## src/rtl/fetch_unit_if.sv

```systemverilog
// Instruction-memory read bus between the fetch unit (master) and memory (slave).
// One outstanding read at a time: mem_rd_req is a level request, mem_addr is held
// stable while it is high, and mem_rd_valid pulses once with the read data.
interface fetch_unit_if #(
  parameter int WIDTH = 16
);

  logic             mem_rd_req;
  logic [WIDTH-1:0] mem_addr;
  logic [WIDTH-1:0] mem_rd_data;
  logic             mem_rd_valid;

  modport master (
    output mem_rd_req,
    output mem_addr,
    input  mem_rd_data,
    input  mem_rd_valid
  );

  modport slave (
    input  mem_rd_req,
    input  mem_addr,
    output mem_rd_data,
    output mem_rd_valid
  );

endinterface

```

## src/rtl/fetch_unit.sv

```systemverilog
// Fetch unit: owns the program counter, fetches one instruction word at a time
// from instruction memory, buffers it, and loads it into the instruction
// register when the controller asks. Decoded fields and immediates come
// straight from the IR. A PC change while a read is in flight leaves the read to
// complete against its original address; that data is dropped and the word for
// the new PC is requested afterwards.
module fetch_unit #(
  parameter int WIDTH    = 16,
  parameter int REG_BITS = 4,
  parameter int IMM_BITS = 8
) (
  input  logic                clk,
  input  logic                reset,
  input  logic                pc_en,
  input  logic [1:0]          pc_src,
  input  logic                instruction_en,
  input  logic [WIDTH-1:0]    alu_result,
  input  logic [WIDTH-1:0]    reg_b_data,
  fetch_unit_if.master        mem,
  output logic                instr_ready,
  output logic [3:0]          op_code,
  output logic [REG_BITS-1:0] A_index,
  output logic [3:0]          ext_op_code,
  output logic [REG_BITS-1:0] B_index,
  output logic [WIDTH-1:0]    imm_sext,
  output logic [WIDTH-1:0]    imm_zext,
  output logic [WIDTH-1:0]    pc_out,
  output logic [WIDTH-1:0]    pc_plus1,
  output logic                protocol_err
);

  localparam logic [WIDTH-1:0] PC_ONE  = WIDTH'(1);
  localparam logic [WIDTH-1:0] PC_ZERO = WIDTH'(0);

  // IDLE: one cycle after reset; REQ: read of the current PC in flight;
  // STALE: read of an old PC in flight, data to be dropped; FULL: buffer holds
  // the word for the current PC.
  typedef enum logic [1:0] {
    ST_IDLE  = 2'd0,
    ST_REQ   = 2'd1,
    ST_STALE = 2'd2,
    ST_FULL  = 2'd3
  } state_t;

  state_t           state_r;
  state_t           state_next_s;

  logic             mem_rd_req_r;
  logic             instr_ready_r;
  logic             req_next_s;
  logic             ready_next_s;

  logic [WIDTH-1:0] pc_r;
  logic [WIDTH-1:0] pc_next_s;
  logic [WIDTH-1:0] ir_r;
  logic [WIDTH-1:0] buf_r;
  logic [WIDTH-1:0] stale_addr_r;
  logic             protocol_err_r;

  logic             buf_load_s;
  logic             ir_load_s;
  logic             stale_capture_s;
  logic             proto_set_s;

  // State register plus the registered handshake outputs derived from the next state.
  always_ff @(posedge clk) begin
    if (reset) begin
      state_r       <= ST_IDLE;
      mem_rd_req_r  <= 1'b0;
      instr_ready_r <= 1'b0;
    end else begin
      state_r       <= state_next_s;
      mem_rd_req_r  <= req_next_s;
      instr_ready_r <= ready_next_s;
    end
  end

  // Next-state logic for the fetch handshake.
  always_comb begin
    state_next_s = state_r;
    case (state_r)
      ST_IDLE: begin
        state_next_s = ST_REQ;
      end
      ST_REQ: begin
        if (pc_en) begin
          // Data arriving with a PC change belongs to the old PC: reissue now.
          if (mem.mem_rd_valid) begin
            state_next_s = ST_REQ;
          end else begin
            state_next_s = ST_STALE;
          end
        end else if (mem.mem_rd_valid) begin
          state_next_s = ST_FULL;
        end else begin
          state_next_s = ST_REQ;
        end
      end
      ST_STALE: begin
        if (mem.mem_rd_valid) begin
          state_next_s = ST_REQ;
        end else begin
          state_next_s = ST_STALE;
        end
      end
      ST_FULL: begin
        if (pc_en) begin
          state_next_s = ST_REQ;
        end else begin
          state_next_s = ST_FULL;
        end
      end
      default: begin
        state_next_s = ST_IDLE;
      end
    endcase
  end

  // Output and datapath control decode from the current and next state.
  always_comb begin
    req_next_s      = (state_next_s == ST_REQ) || (state_next_s == ST_STALE);
    ready_next_s    = (state_next_s == ST_FULL);
    buf_load_s      = (state_r == ST_REQ) && mem.mem_rd_valid && !pc_en;
    ir_load_s       = (state_r == ST_FULL) && instruction_en;
    stale_capture_s = (state_r == ST_REQ) && pc_en && !mem.mem_rd_valid;
    proto_set_s     = instruction_en && (state_r != ST_FULL);
    if (pc_en) begin
      case (pc_src)
        2'b00:   pc_next_s = alu_result;
        2'b01:   pc_next_s = reg_b_data;
        2'b10:   pc_next_s = pc_r + PC_ONE;
        2'b11:   pc_next_s = pc_r;
        default: pc_next_s = pc_r;
      endcase
    end else begin
      pc_next_s = pc_r;
    end
  end

  // PC, fetch buffer, IR, stale-request address and sticky protocol error.
  always_ff @(posedge clk) begin
    if (reset) begin
      pc_r           <= PC_ZERO;
      ir_r           <= PC_ZERO;
      buf_r          <= PC_ZERO;
      stale_addr_r   <= PC_ZERO;
      protocol_err_r <= 1'b0;
    end else begin
      pc_r <= pc_next_s;
      if (buf_load_s) begin
        buf_r <= mem.mem_rd_data;
      end
      // IR takes the buffer as it was before this edge, even when the PC moves too.
      if (ir_load_s) begin
        ir_r <= buf_r;
      end
      // Remember the in-flight address so it stays on the bus while the PC moves on.
      if (stale_capture_s) begin
        stale_addr_r <= pc_r;
      end
      if (proto_set_s) begin
        protocol_err_r <= 1'b1;
      end
    end
  end

  assign mem.mem_rd_req = mem_rd_req_r;
  assign mem.mem_addr   = (state_r == ST_STALE) ? stale_addr_r : pc_r;

  assign instr_ready  = instr_ready_r;
  assign protocol_err = protocol_err_r;

  assign op_code     = ir_r[WIDTH-1 -: 4];
  assign A_index     = ir_r[WIDTH-5 -: REG_BITS];
  assign ext_op_code = ir_r[IMM_BITS-1 -: 4];
  assign B_index     = ir_r[REG_BITS-1:0];
  assign imm_sext    = {{(WIDTH-IMM_BITS){ir_r[IMM_BITS-1]}}, ir_r[IMM_BITS-1:0]};
  assign imm_zext    = {{(WIDTH-IMM_BITS){1'b0}}, ir_r[IMM_BITS-1:0]};

  assign pc_out   = pc_r;
  assign pc_plus1 = pc_r + PC_ONE;

endmodule
```

## src/flat_wrapper.sv

```systemverilog
// flat-port wrapper written by rule: the top's interface ports become plain ports
module fetch_unit_flat 
#(
  parameter int WIDTH    = 16,
  parameter int REG_BITS = 4,
  parameter int IMM_BITS = 8
)
  (clk, reset, pc_en, pc_src, instruction_en, alu_result, reg_b_data, instr_ready, op_code, A_index, ext_op_code, B_index, imm_sext, imm_zext, pc_out, pc_plus1, protocol_err, mem_mem_rd_req, mem_mem_addr, mem_mem_rd_data, mem_mem_rd_valid);
  fetch_unit_if #(.WIDTH(WIDTH)) mem_i ();
  input  logic clk;
  input  logic reset;
  input  logic pc_en;
  input  logic [1:0] pc_src;
  input  logic instruction_en;
  input  logic [WIDTH-1:0] alu_result;
  input  logic [WIDTH-1:0] reg_b_data;
  output logic instr_ready;
  output logic [3:0] op_code;
  output logic [REG_BITS-1:0] A_index;
  output logic [3:0] ext_op_code;
  output logic [REG_BITS-1:0] B_index;
  output logic [WIDTH-1:0] imm_sext;
  output logic [WIDTH-1:0] imm_zext;
  output logic [WIDTH-1:0] pc_out;
  output logic [WIDTH-1:0] pc_plus1;
  output logic protocol_err;
  output wire logic [$bits(mem_i.mem_rd_req)-1:0] mem_mem_rd_req;
  output wire logic [$bits(mem_i.mem_addr)-1:0] mem_mem_addr;
  input wire logic [$bits(mem_i.mem_rd_data)-1:0] mem_mem_rd_data;
  input wire logic [$bits(mem_i.mem_rd_valid)-1:0] mem_mem_rd_valid;
  assign mem_mem_rd_req = mem_i.mem_rd_req;
  assign mem_mem_addr = mem_i.mem_addr;
  assign mem_i.mem_rd_data = mem_mem_rd_data;
  assign mem_i.mem_rd_valid = mem_mem_rd_valid;
  fetch_unit #(.WIDTH(WIDTH), .REG_BITS(REG_BITS), .IMM_BITS(IMM_BITS)) u_core (.clk(clk), .reset(reset), .pc_en(pc_en), .pc_src(pc_src), .instruction_en(instruction_en), .alu_result(alu_result), .reg_b_data(reg_b_data), .mem(mem_i), .instr_ready(instr_ready), .op_code(op_code), .A_index(A_index), .ext_op_code(ext_op_code), .B_index(B_index), .imm_sext(imm_sext), .imm_zext(imm_zext), .pc_out(pc_out), .pc_plus1(pc_plus1), .protocol_err(protocol_err));
endmodule
```

## config.mk

```make
export PLATFORM = sky130hd
export DESIGN_NAME = fetch_unit_flat
export DESIGN_NICKNAME = d
export VERILOG_FILES = /design/src/rtl/fetch_unit_if.sv /design/src/rtl/fetch_unit.sv /design/src/flat_wrapper.sv
export SDC_FILE = /design/constraint.sdc
export NUM_CORES = 1
export LEC_CHECK = 0
export CAP_MARGIN = 15
export CORE_MARGIN = 2
export CORE_UTILIZATION = 47
export CTS_BUF_LIST = sky130_fd_sc_hd__clkbuf_16
export CTS_CLUSTER_DIAMETER = 200
export DETAILED_ROUTE_END_ITERATION = 6
export PLACE_DENSITY = 0.87
export SYNTH_ARGS = -nofsm -noshare
export SYNTH_HDL_FRONTEND = slang
export SYNTH_SLANG_ARGS = --single-unit
```

## constraint.sdc

```tcl
create_clock -name clk -period 5.7 [get_ports clk]
set_input_delay 1.14 -clock clk [delete_from_list [all_inputs] [get_ports clk]]
set_output_delay 1.14 -clock clk [all_outputs]
set_load 0.02 [all_outputs]
```

# After elaboration in Yosys (flattened, before gate mapping)
# Cells that the tools add are included.
op_classes:
  bitwise_logic: 1
  muxes: 7
  n_addsub: 1
  eq_ne: 10
  reduce_logical: 12
ops:
  columns: ["cell", "count"]
  rows:
  - ["16-bit case mux with 3 select lines", 1]
  - ["16-bit by 1-bit adder with 16-bit output (second input constant)", 1]
  - ["16-bit 2-to-1 mux", 1]
  - ["2-bit == test (second input constant)", 6]
  - ["2-bit 2-to-1 mux", 4]
  - ["2-bit case mux with 4 select lines", 1]
  - ["2-bit by 1-bit == test with 1-bit output (second input constant)", 3]
  - ["1-bit logical AND", 6]
  - ["2-bit zero test", 2]
  - ["1-bit zero test", 2]
  - ["2-bit != test (second input constant)", 1]
  - ["2-bit AND reduction", 1]
  - ["1-bit logical OR", 1]
  - ["1-bit inverter", 1]
totals:
  reg_bits: 69
  inputBits: 55

# Depth between registers and ports, before layout
# Gate-level depths: netlist of run 1.
logic_depth:
  ltp_word: 5
  ltp_mapped: 7
  depth_no_buf: 6

# Least setup slack after synthesis of run 1
# No wires, ideal clock.
synth_path:
  path_kind: "reg2out"
  from: "register u_core.pc_r[5], in the netlist u_core.pc_out[5]"
  to: "output port pc_plus1[15]"
  required_ps: 4560
  t_arrival_ps: 1792
  setup_slack_ps: 2768
  path_stages_with_launch: 7
  path_cell_list: "dfxtp_1 -> buf_2 -> and4_2 -> clkbuf_1 -> nand2_1 -> nor3_1 -> xor2_1"
synth_between:
  elab_chain_len: 1
synth_rtl:
  columns: ["item", "line_no", "rtl"]
  rows:
  - ["start: declaration", "fetch_unit.sv:53", "logic [WIDTH-1:0] pc_r;"]
  - ["start signal: assignment", "fetch_unit.sv:149", "pc_r <= pc_next_s;"]
  - ["16-bit by 1-bit adder with 16-bit output", "fetch_unit.sv:181", "assign pc_plus1 = pc_r + PC_ONE;"]
  - ["end: declaration", "flat_wrapper.sv:25", "output logic [WIDTH-1:0] pc_plus1;"]
# No other way between the ends.

# Worst setup path after layout of run 1
layout_path:
  from: "register u_core.pc_r[3], in the netlist u_core.pc_out[3]"
  to: "output port pc_plus1[9]"
# The elaborated chain is that of the path after synthesis.

==> impl_results.md, run 1 <==
- Status: complete, but fails checks
- Failing checks: DRC
- Critical path launch point type: register
- Layout cells sized above 1: 6.713%
- Detail Route Antenna Nets: 0
- Reg power frac: 40.5%
- Rows: 32
- Num CTS Buffers: 9
- Wire per inst: 16.01 µm
- Sequential cell area: 1381 µm²
- Core Util, Final: 67.94%
- Top post-synthesis cells by area: dfxtp_1, nand2_1, a21oi_1
- Slew at the pin closest to its max-slew limit: 1121 ps
- Layout area overhead: 40.43%
- Overall Global Routing Usage: 25.18%
- Nets: 639
- Crit Path Max Fanout: 9
- Most frequent cells in the layout: clkdlybuf4s50_1, nand2_1, dfxtp_1, a21oi_1, mux2_2
- Net Sw Frac: 27.05%
- Design area: 5250 µm²
- Critical Path Stages: 4
- Worst-Skew Late Latency: 330 ps
- CTS root buf: clkbuf_16
- Hold Path Depth: 2
- Crit-path max cell delay: 630 ps
- Post-synth top flop: dfxtp_1
- First-pass GRT wire length: 17380 µm
- Die H: 93.19 µm
- Int Pwr: 950.5 µW
- Initial antenna violation count: 0
- Asr flop ratio synth: 0%
- Number of synthesized flops with an enable pin: 0
- Setup Crit Path Kind: reg2out
- Max cap viols: 0
- Max-slew violation count: 0
- Drc violations: 1
- Cell taking the most area after synthesis: dfxtp_1
- CP cell instances: nand4_4 -> nor4_1 -> xor2_1 -> clkdlybuf4s50_1
- Post-Synthesis Cells: 478
- WP buf/inv: 1
- Pwr dens: 248.2 nW/µm²
- CTS Hold Bufs: 0
- Delay-heaviest family, CP: simple AND/OR/NAND/NOR gates
- Setup TNS Final: 0 ps
- CTS tree: done
- Grt ovf: 0
- Rel. slew slack: 25.14%
- Final setup viols: 0
- Clock power frac: 40.5%
- Pwr Total: 1303 µW
- DRT Wirelength: 10940 µm
- Top cell type's share of synthesized area: 36.95%
- Vias per inst: 5.608
- Max Freq: 271.1 MHz
- DIE WIDTH: 93.19 µm
- Largest net degree at the start of global routing: 70
- DP Area: 4970 µm²
- Core Region: 7727 µm²
- Max stage delay cell, worst path: clkdlybuf4s50_1
- Initial Util: 48.38%
- # resized after CTS: 0
- Clk sinks: 69
- Reg2Reg Depth: 4
- Iter 0 DRT Violations: 278
- Seq cells post-synth: 69
- Clock Path Buffers: 2
- Yosys warning total: 0
- Gpl congestion: 0.9225
- Final hold viol count: 0
- Crit. End Element: primary output
- Mapped cell area: 3739 µm²
- Post-CTS Setup Bufs: 0
- Commonest non-fill, non-tap cell in the layout: clkdlybuf4s50_1
- Logic pwr share: 18.9%
- Number of fill cells: 614
- # diodes: 0
- WP data required: 4560 ps
- Hold_ws: 455.1 ps
- Multi-input logic area: 1969 µm²
- Period utilization: 64.72%
- DRT Pass-1 Iters: 7
- Post-DP HPWL: 7787 µm
- Worst-path clk slew: 50 ps
- Clk_skew: 6.701 ps
- Vias in the first global route: 3671
- Worst VDD drop: 0.0001508 V
- Crit path DAT: 2550 ps
- Distinct cells, synth: 50
- NetSw: 352.4 µW
- Die Area: 8683 µm²
- Leakage power: 0.001864 µW
- Syn avg cell area: 7.821 µm²
- Min Tclk post-route: 3689 ps
- H-tree levels: 3
- I/O Pins: 154
- Number of I/O port buffers: 145
- Sequential share of the synthesized area: 36.95%
- RSZ-0062 raised after global routing: false
- Detailed-route via count: 3830
- Hold Crit Class: reg2reg
path summary, 6_finish.rpt:
check,slack (ps),start,to
setup / recovery,2010,u_core.pc_out[3]$_SDFFE_PP0P_,pc_plus1[9]
setup reg to reg,3610,u_core.pc_out[3]$_SDFFE_PP0P_,u_core.pc_out[13]$_SDFFE_PP0P_
hold / removal,460,u_core.stale_addr_r[5]$_SDFFE_PP0P_,u_core.stale_addr_r[5]$_SDFFE_PP0P_
hold reg to reg,460,u_core.stale_addr_r[5]$_SDFFE_PP0P_,u_core.stale_addr_r[5]$_SDFFE_PP0P_
final cells by class:
cell class                 instances  share of cell area (%)
clock inverter                     6                   1.049
multi-input combinational        342                   37.51
inverter                           8                  0.5720
tap                              102                   2.431
sequential                        69                   26.31
timing repair buffer             147                   27.84
clock buffer                       9                   4.290
metal layers:
metal  GRT usage [%]  wire (µm)
met5               0          0
met3           7.736       1090
met4           12.13        362
met1           29.73       4302
met2           41.61       5180
through the flow:
step,instances,setup WS [ps]
floorplan,485,2768
global placement,668,2237
detailed placement,668,2116
CTS,683,2037
global route,683,1858
finish,683,2011
power groups by stage:
stage | Combinational, µW | Clock, µW | Sequential (µW)
final | 247 | 528 | 528
after global routing | 263 | 560 | 531
after CTS | 245 | 537 | 527
after detailed placement | 243 | 0 | 537
after global placement | 240 | 0 | 536
after floorplan | 130 | 0 | 536
cell families after synthesis:
logic type | synth area share [%]
compound gates | 17.14
xor+xnor | 2.577
fa+ha+maj | 2.343
buf+inv | 11.21
flops | 36.95
mux | 5.020
other cells | 0.1003
simple gates | 24.67
Yosys cell counts (4+ instances only):
master / number
a21oi_1: 60
a221o_1: 5
a221oi_1: 6
a31oi_1: 5
and2_1: 5
buf_2: 6
buf_4: 35
clkbuf_1: 22
dfxtp_1: 69
ha_1: 7
inv_1: 8
mux2_2: 14
nand2_1: 117
nand2b_1: 4
nand3_1: 12
nand4_1: 6
nor2_1: 8
nor2b_1: 10
nor3_1: 4
nor4_1: 8
o211ai_1: 4
o21ai_0: 13
xnor2_1: 7
xor2_1: 4
registers in the layout (all words and copies together), names as in the netlist:
register and count:
u_core.buf_r 16, u_core.ir_r 16, u_core.pc_out 16, u_core.stale_addr_r 16
u_core.state_r 2, u_core.instr_ready 1, u_core.mem.mem_rd_req 1, u_core.protocol_err 1
worst min-delay path, stage by stage (launching register included):
cell and delay (ps):
dfxtp_1 300, nand2_1 50, a21oi_1 50
No activity file was read; power rests on OpenSTA's default activity.
==> run 2, diff against run 1 <==
Settings changed: CORE_UTILIZATION 47 to 43, PLACE_DENSITY 0.87 to 0.8.
Clock period 5.7 ns to 3.5 ns, I/O delays scaled along.
==> impl_results.md, run 2 (same netlist as run 1, synthesis figures left out) <==
- Max stage delay cell, worst path: clkdlybuf4s50_1 (unchanged)
- Detail Route Antenna Nets: 0 (unchanged)
- Sequential cell area: 1381 µm² (unchanged)
- Reg power frac: 39.1% (was 40.5%)
- Post-CTS Setup Bufs: 0 (unchanged)
- Nets: 644 (was 639)
- Final WS setup: 290.8 ps (was 2011 ps)
- Status: finished, final reports clean (was complete, but fails checks)
- Detailed-route via count: 3701 (was 3830)
- Period utilization: 91.69%
- # resized after CTS: 0 (unchanged)
- Number of I/O port buffers: 145 (unchanged)
- Overall Global Routing Usage: 21.18% (was 25.18%)
- Pre-CTS setup slack: 639.7 ps (was 2116 ps)
- Setup TNS Final: 0 ps (unchanged)
- Hold Path Depth: 2 (unchanged)
- CTS Hold Bufs: 0 (unchanged)
- First-pass GRT wire length: 16640 µm (was 17380 µm)
- Commonest non-fill, non-tap cell in the layout: clkdlybuf4s50_1 (unchanged)
- Vias per inst: 5.325 (was 5.608)
- Crit-path max cell delay: 640 ps (was 630 ps)
- Drc violations: 0 (was 1)
- I/O Pins: 154 (unchanged)
- Slew at the pin closest to its max-slew limit: 681.7 ps (was 1121 ps)
- Multi-input logic area: 1969 µm² (unchanged)
- DRT Pass-1 Iters: 5 (was 7)
- DRT Wirelength: 10250 µm (was 10940 µm)
- Net Sw Frac: 25.69% (was 27.05%)
- Vias in the first global route: 3449 (was 3671)
- Worst-path clk slew: 60 ps (was 50 ps)
- Largest net degree at the start of global routing: 37 (was 70)
- Max Freq: 311.6 MHz
- Layout cells sized above 1: 7.325% (was 6.713%)
- Final setup viols: 0 (unchanged)
- CP cell instances: nand4_4 -> or4_4 -> xnor2_1 -> clkdlybuf4s50_1 (was nand4_4 -> nor4_1 -> xor2_1 -> clkdlybuf4s50_1)
- Worst r2r src: u_core.pc_out[3]$_SDFFE_PP0P_ (unchanged)
- Min-Delay Endpoint: u_core.stale_addr_r[9]$_SDFFE_PP0P_ (was u_core.stale_addr_r[5]$_SDFFE_PP0P_)
- DIE WIDTH: 97.25 µm (was 93.19 µm)
- Rows: 34 (was 32)
- Layout area overhead: 42.37% (was 40.43%)
- Most frequent cells in the layout: clkdlybuf4s50_1, nand2_1, dfxtp_1, a21oi_1, mux2_2 (unchanged)
- Rel. slew slack: 54.55% (was 25.14%)
- Max cap viols: 0 (unchanged)
- Core Region: 8593 µm² (was 7727 µm²)
- Crit. End Element: primary output (unchanged)
- Hold Crit Class: reg2reg (unchanged)
- Die Area: 9457 µm² (was 8683 µm²)
- Critical R2R Capture: u_core.pc_out[13]$_SDFFE_PP0P_ (unchanged)
- CTS tree: done (unchanged)
- Int Pwr: 1626 µW (was 950.5 µW)
- Crit path DAT: 2510 ps (was 2550 ps)
- CTS root buf: clkbuf_16 (unchanged)
- Grt ovf: 0 (unchanged)
- Reg-to-reg slack, setup: 1430 ps (was 3610 ps)
- WP data required: 2800 ps (was 4560 ps)
- # diodes: 0 (unchanged)
- Critical path launch point type: register (unchanged)
- Number of fill cells: 724 (was 614)
- Crit Path Max Fanout: 9 (unchanged)
- Initial antenna violation count: 0 (unchanged)
- Pwr dens: 411.0 nW/µm² (was 248.2 nW/µm²)
- Reg2Reg Depth: 4 (unchanged)
- Min Tclk post-route: 3209 ps
- Clock Path Buffers: 2 (unchanged)
- RSZ-0062 raised after global routing: false (unchanged)
- Final hold viol count: 0 (unchanged)
- Worst-Skew Late Latency: 320 ps (was 330 ps)
- Die H: 97.25 µm (was 93.19 µm)
- Setup Crit Path Kind: reg2out (unchanged)
- Worst VDD drop: 0.0002717 V (was 0.0001508 V)
- Iter 0 DRT Violations: 141 (was 278)
- Clk sinks: 69 (unchanged)
- HP Start: u_core.stale_addr_r[9]$_SDFFE_PP0P_ (was u_core.stale_addr_r[5]$_SDFFE_PP0P_)
- Logic pwr share: 18.4% (was 18.9%)
- H-tree levels: 3 (unchanged)
- Clk_skew: 7.966 ps (was 6.701 ps)
- Clock power frac: 42.4% (was 40.5%)
- NetSw: 562.1 µW (was 352.4 µW)
- Initial Util: 43.51% (was 48.38%)
- Wire per inst: 14.75 µm (was 16.01 µm)
- Num CTS Buffers: 9 (unchanged)
- Post-DP HPWL: 7676 µm (was 7787 µm)
- Leakage power: 0.001905 µW (was 0.001864 µW)
- Gpl congestion: 0.8915 (was 0.9225)
- Max-slew violation count: 0 (unchanged)
-- run 2: how the worst max path moves through the flow --
| stage | start | to | cells past startpoint |
|---|---|---|---|
| after global placement | u_core.pc_out[5]$_SDFFE_PP0P_ | pc_plus1[13] | 4 |
| after CTS | u_core.pc_out[3]$_SDFFE_PP0P_ | pc_plus1[13] | 4 |
| after detailed placement | pc_src[0] | u_core.pc_out[13]$_SDFFE_PP0P_ | 7 |
| final | u_core.pc_out[3]$_SDFFE_PP0P_ | pc_plus1[13] | 4 |
| after global routing | u_core.pc_out[3]$_SDFFE_PP0P_ | pc_plus1[13] | 4 |
| after floorplan | u_core.pc_out[5]$_SDFFE_PP0P_ | pc_plus1[15] | 6 |
-- run 2: area by class of cell --
| type | count | share of cell area, % |
|---|---|---|
| Timing Repair Buffer | 152 | 28.16 |
| Inverter | 8 | 0.5642 |
| Multi-Input combinational cell | 342 | 37.00 |
| Sequential cell | 69 | 25.95 |
| Tap cell | 108 | 2.539 |
| Clock buffer | 9 | 4.231 |
| Clock inverter | 7 | 1.551 |
-- run 2: per-layer routing --
layer,GRT usage (%),wire length [µm],part of all wire (%)
met2,35.04,4818,47
met4,7.479,125,1.2
met1,26.46,4276,42
met5,0,0,0
met3,6.043,1031,10
-- run 2: through the flow --
stage	total power [µW]	instance area, µm²	hold slack [ps]	utilization, %	cells
6_report	2188	5323	449.2	61.94	695
5_1_grt	2273	5323	461.0	61.94	695
4_1_cts	2207	5323	449.3	61.94	695
3_5_place_dp	1272	5015	440.5	58.36	679
3_3_place_gp	1268	5015	438.5	58.36	679
2_1_floorplan	1085	3765	432.1	-	485
-- run 2: power by group through the flow --
stage / clock, µW / combinational [µW] / sequential (µW)
finish: 928 / 404 / 856
global route: 979 / 432 / 861
CTS: 949 / 403 / 855
detailed placement: 0 / 400 / 872
global placement: 0 / 400 / 869
floorplan: 0 / 212 / 873
-- run 2: critical path, delay by kind of cell, from the launching register on --
| family | cells | cell delay (ps) |
|---|---|---|
| XOR/XNOR | 1 | 210 |
| buffers and inverters | 1 | 640 |
| flip-flops | 1 | 540 |
| AND/OR/NAND/NOR | 2 | 790 |
==> run 3, diff against run 2 <==
Settings changed: CORE_MARGIN 2 to default.
==> impl_results.md, run 3 (same netlist as run 1, synthesis figures left out) <==
- Status: finished, final reports clean (unchanged)
- Crit path DAT: 2530 ps (was 2510 ps)
- Gpl congestion: 0.9053 (was 0.8915)
- Initial Util: 45.05% (was 43.51%)
- Num CTS Buffers: 9 (unchanged)
- Reg power frac: 39.6% (was 39.1%)
- Max-slew violation count: 0 (unchanged)
- Die Area: 9072 µm² (was 9457 µm²)
- DP Area: 5011 µm² (was 5015 µm²)
- Sequential cell area: 1381 µm² (unchanged)
- Commonest non-fill, non-tap cell in the layout: clkdlybuf4s50_1 (unchanged)
- Number of I/O port buffers: 145 (unchanged)
- Largest net degree at the start of global routing: 51 (was 37)
- CP cell instances: nand4_4 -> nor4_1 -> xor2_1 -> clkdlybuf4s50_1 (was nand4_4 -> or4_4 -> xnor2_1 -> clkdlybuf4s50_1)
- Worst-path clk slew: 60 ps (about the same)
- Pwr dens: 408.6 nW/µm² (was 411.0 nW/µm²)
- Crit-path max cell delay: 620 ps (was 640 ps)
- Drc violations: 0 (unchanged)
- Worst-Skew Late Latency: 330 ps (was 320 ps)
- Most frequent cells in the layout: clkdlybuf4s50_1, nand2_1, dfxtp_1, a21oi_1, mux2_2 (unchanged)
- Multi-input logic area: 1969 µm² (unchanged)
- Iter 0 DRT Violations: 194 (was 141)
- Post-DP HPWL: 7873 µm (was 7676 µm)
- Wire per inst: 15.91 µm (was 14.75 µm)
- Rel. slew slack: 55.11% (was 54.55%)
- Design area: 5310 µm² (was 5323 µm²)
- Max Freq: 309.9 MHz (was 311.6 MHz)
- WP data required: 2800 ps (about the same)
- Final setup viols: 0 (unchanged)
- Layout area overhead: 42.03% (was 42.37%)
- Vias in the first global route: 3549 (was 3449)
- I/O Pins: 154 (unchanged)
- Logic pwr share: 18.9% (was 18.4%)
- # resized after CTS: 0 (unchanged)
- Post-CTS Setup Bufs: 0 (unchanged)
- Setup TNS Final: 0 ps (unchanged)
- Worst VDD drop: 0.0003103 V (was 0.0002717 V)
- Critical path launch point type: register (unchanged)
- Clock power frac: 41.5% (was 42.4%)
- Max cap viols: 0 (unchanged)
- Initial antenna violation count: 0 (unchanged)
- Net Sw Frac: 27.84% (was 25.69%)
- Core Region: 8299 µm² (was 8593 µm²)
- WP buf/inv: 1 (unchanged)
- First-pass GRT wire length: 17300 µm (was 16640 µm)
- Layout cells sized above 1: 8.007% (was 7.325%)
- DIE WIDTH: 95.25 µm (was 97.25 µm)
- CTS Hold Bufs: 0 (unchanged)
- CTS tree: done (unchanged)
- Setup Crit Path Kind: reg2out (unchanged)
- Hold Crit Class: reg2reg (unchanged)
- Nets: 644 (unchanged)
- DRT Pass-1 Iters: 5 (unchanged)
- Max stage delay cell, worst path: clkdlybuf4s50_1 (unchanged)
- Int Pwr: 1566 µW (was 1626 µW)
- DRT Wirelength: 11010 µm (was 10250 µm)
- Clock Path Buffers: 2 (unchanged)
- Delay-heaviest family, CP: simple AND/OR/NAND/NOR gates (unchanged)
- Number of fill cells: 719 (was 724)
- Grt ovf: 0 (unchanged)
- Clk_skew: 7.383 ps (was 7.966 ps)
- Rows: 33 (was 34)
- Leakage power: 0.001898 µW (was 0.001905 µW)
- Slew at the pin closest to its max-slew limit: 671.5 ps (was 681.7 ps)
- RSZ-0062 raised after global routing: false (unchanged)
- Clk sinks: 69 (unchanged)
- Min Tclk post-route: 3227 ps (was 3209 ps)
- Detail Route Antenna Nets: 0 (unchanged)
- Vias per inst: 5.475 (was 5.325)
- Overall Global Routing Usage: 24.86% (was 21.18%)
- CTS root buf: clkbuf_16 (unchanged)
- Crit. End Element: primary output (unchanged)
- Final hold viol count: 0 (unchanged)
- Period utilization: 92.19% (was 91.69%)
- H-tree levels: 3 (unchanged)
- NetSw: 604.0 µW (was 562.1 µW)
- # diodes: 0 (unchanged)
- Detailed-route via count: 3789 (was 3701)
- Crit Path Max Fanout: 10 (was 9)
- Die H: 95.25 µm (was 97.25 µm)
==> run 3: cell types whose count changed in the layout (fill, tap and decap cells not counted) <==
cell / before / now
clkinv_4: 0 / 2
clkinv_1: 2 / 0
inv_6: 0 / 1
clkinv_2: 0 / 2
bufinv_16: 2 / 1
inv_1: 10 / 8
==> run 3: layout make-up <==
cell class / count / area share, %
well taps: 105 / 2.474
inverters: 8 / 0.5655
multi-input cells: 342 / 37.09
clock buffers: 9 / 4.241
repair buffers: 152 / 28.23
clock inverters: 7 / 1.390
flip-flops and latches: 69 / 26.01
==> run 3: per-stage QoR <==
| step | utilization (%) | total power [µW] | hold WS (ps) | setup slack (ps) | std cells |
|---|---|---|---|---|---|
| CTS | 63.98 | 2177 | 450.8 | 309.2 | 692 |
| floorplan | - | 1085 | 432.1 | 1008 | 485 |
| global placement | 60.38 | 1274 | 437.9 | 718.6 | 676 |
| finish | 63.98 | 2170 | 451.9 | 273.2 | 692 |
| detailed placement | 60.38 | 1278 | 442.2 | 677.2 | 676 |
| global route | 63.98 | 2256 | 465.3 | 191.0 | 692 |
==> run 3: layer usage <==
metal  global-route usage [%]  wire (µm)
met5                        0          0
met4                    10.48        290
met3                    6.938       1005
met2                    41.85       5299
met1                    29.52       4412
==> run 3: power groups by stage <==
stage,Sequential [µW],Combinational [µW],Clock [µW]
2_1_floorplan,873,212,0
3_3_place_gp,870,404,0
3_5_place_dp,873,405,0
4_1_cts,857,408,912
5_1_grt,863,435,958
6_report,859,410,901
==> run 3: path summary, 6_finish.rpt <==
path,startpoint,slack (ps),depth (start not counted),endpoint
max,u_core.pc_out[2]$_SDFFE_PP0P_,270,4,pc_plus1[9]
min reg2reg,u_core.buf_r[6]$_SDFFE_PP0P_,450,2,u_core.ir_r[6]$_SDFFE_PP0P_
min,u_core.buf_r[6]$_SDFFE_PP0P_,450,2,u_core.ir_r[6]$_SDFFE_PP0P_
max reg2reg,u_core.pc_out[2]$_SDFFE_PP0P_,1360,4,u_core.pc_out[13]$_SDFFE_PP0P_
==> run 3: worst register-to-register path: stages (launching register included) <==
cell	delay, ps
dfxtp_1	580
nand4_4	210
or4_4	620
or4b_1	530
a31oi_1	140
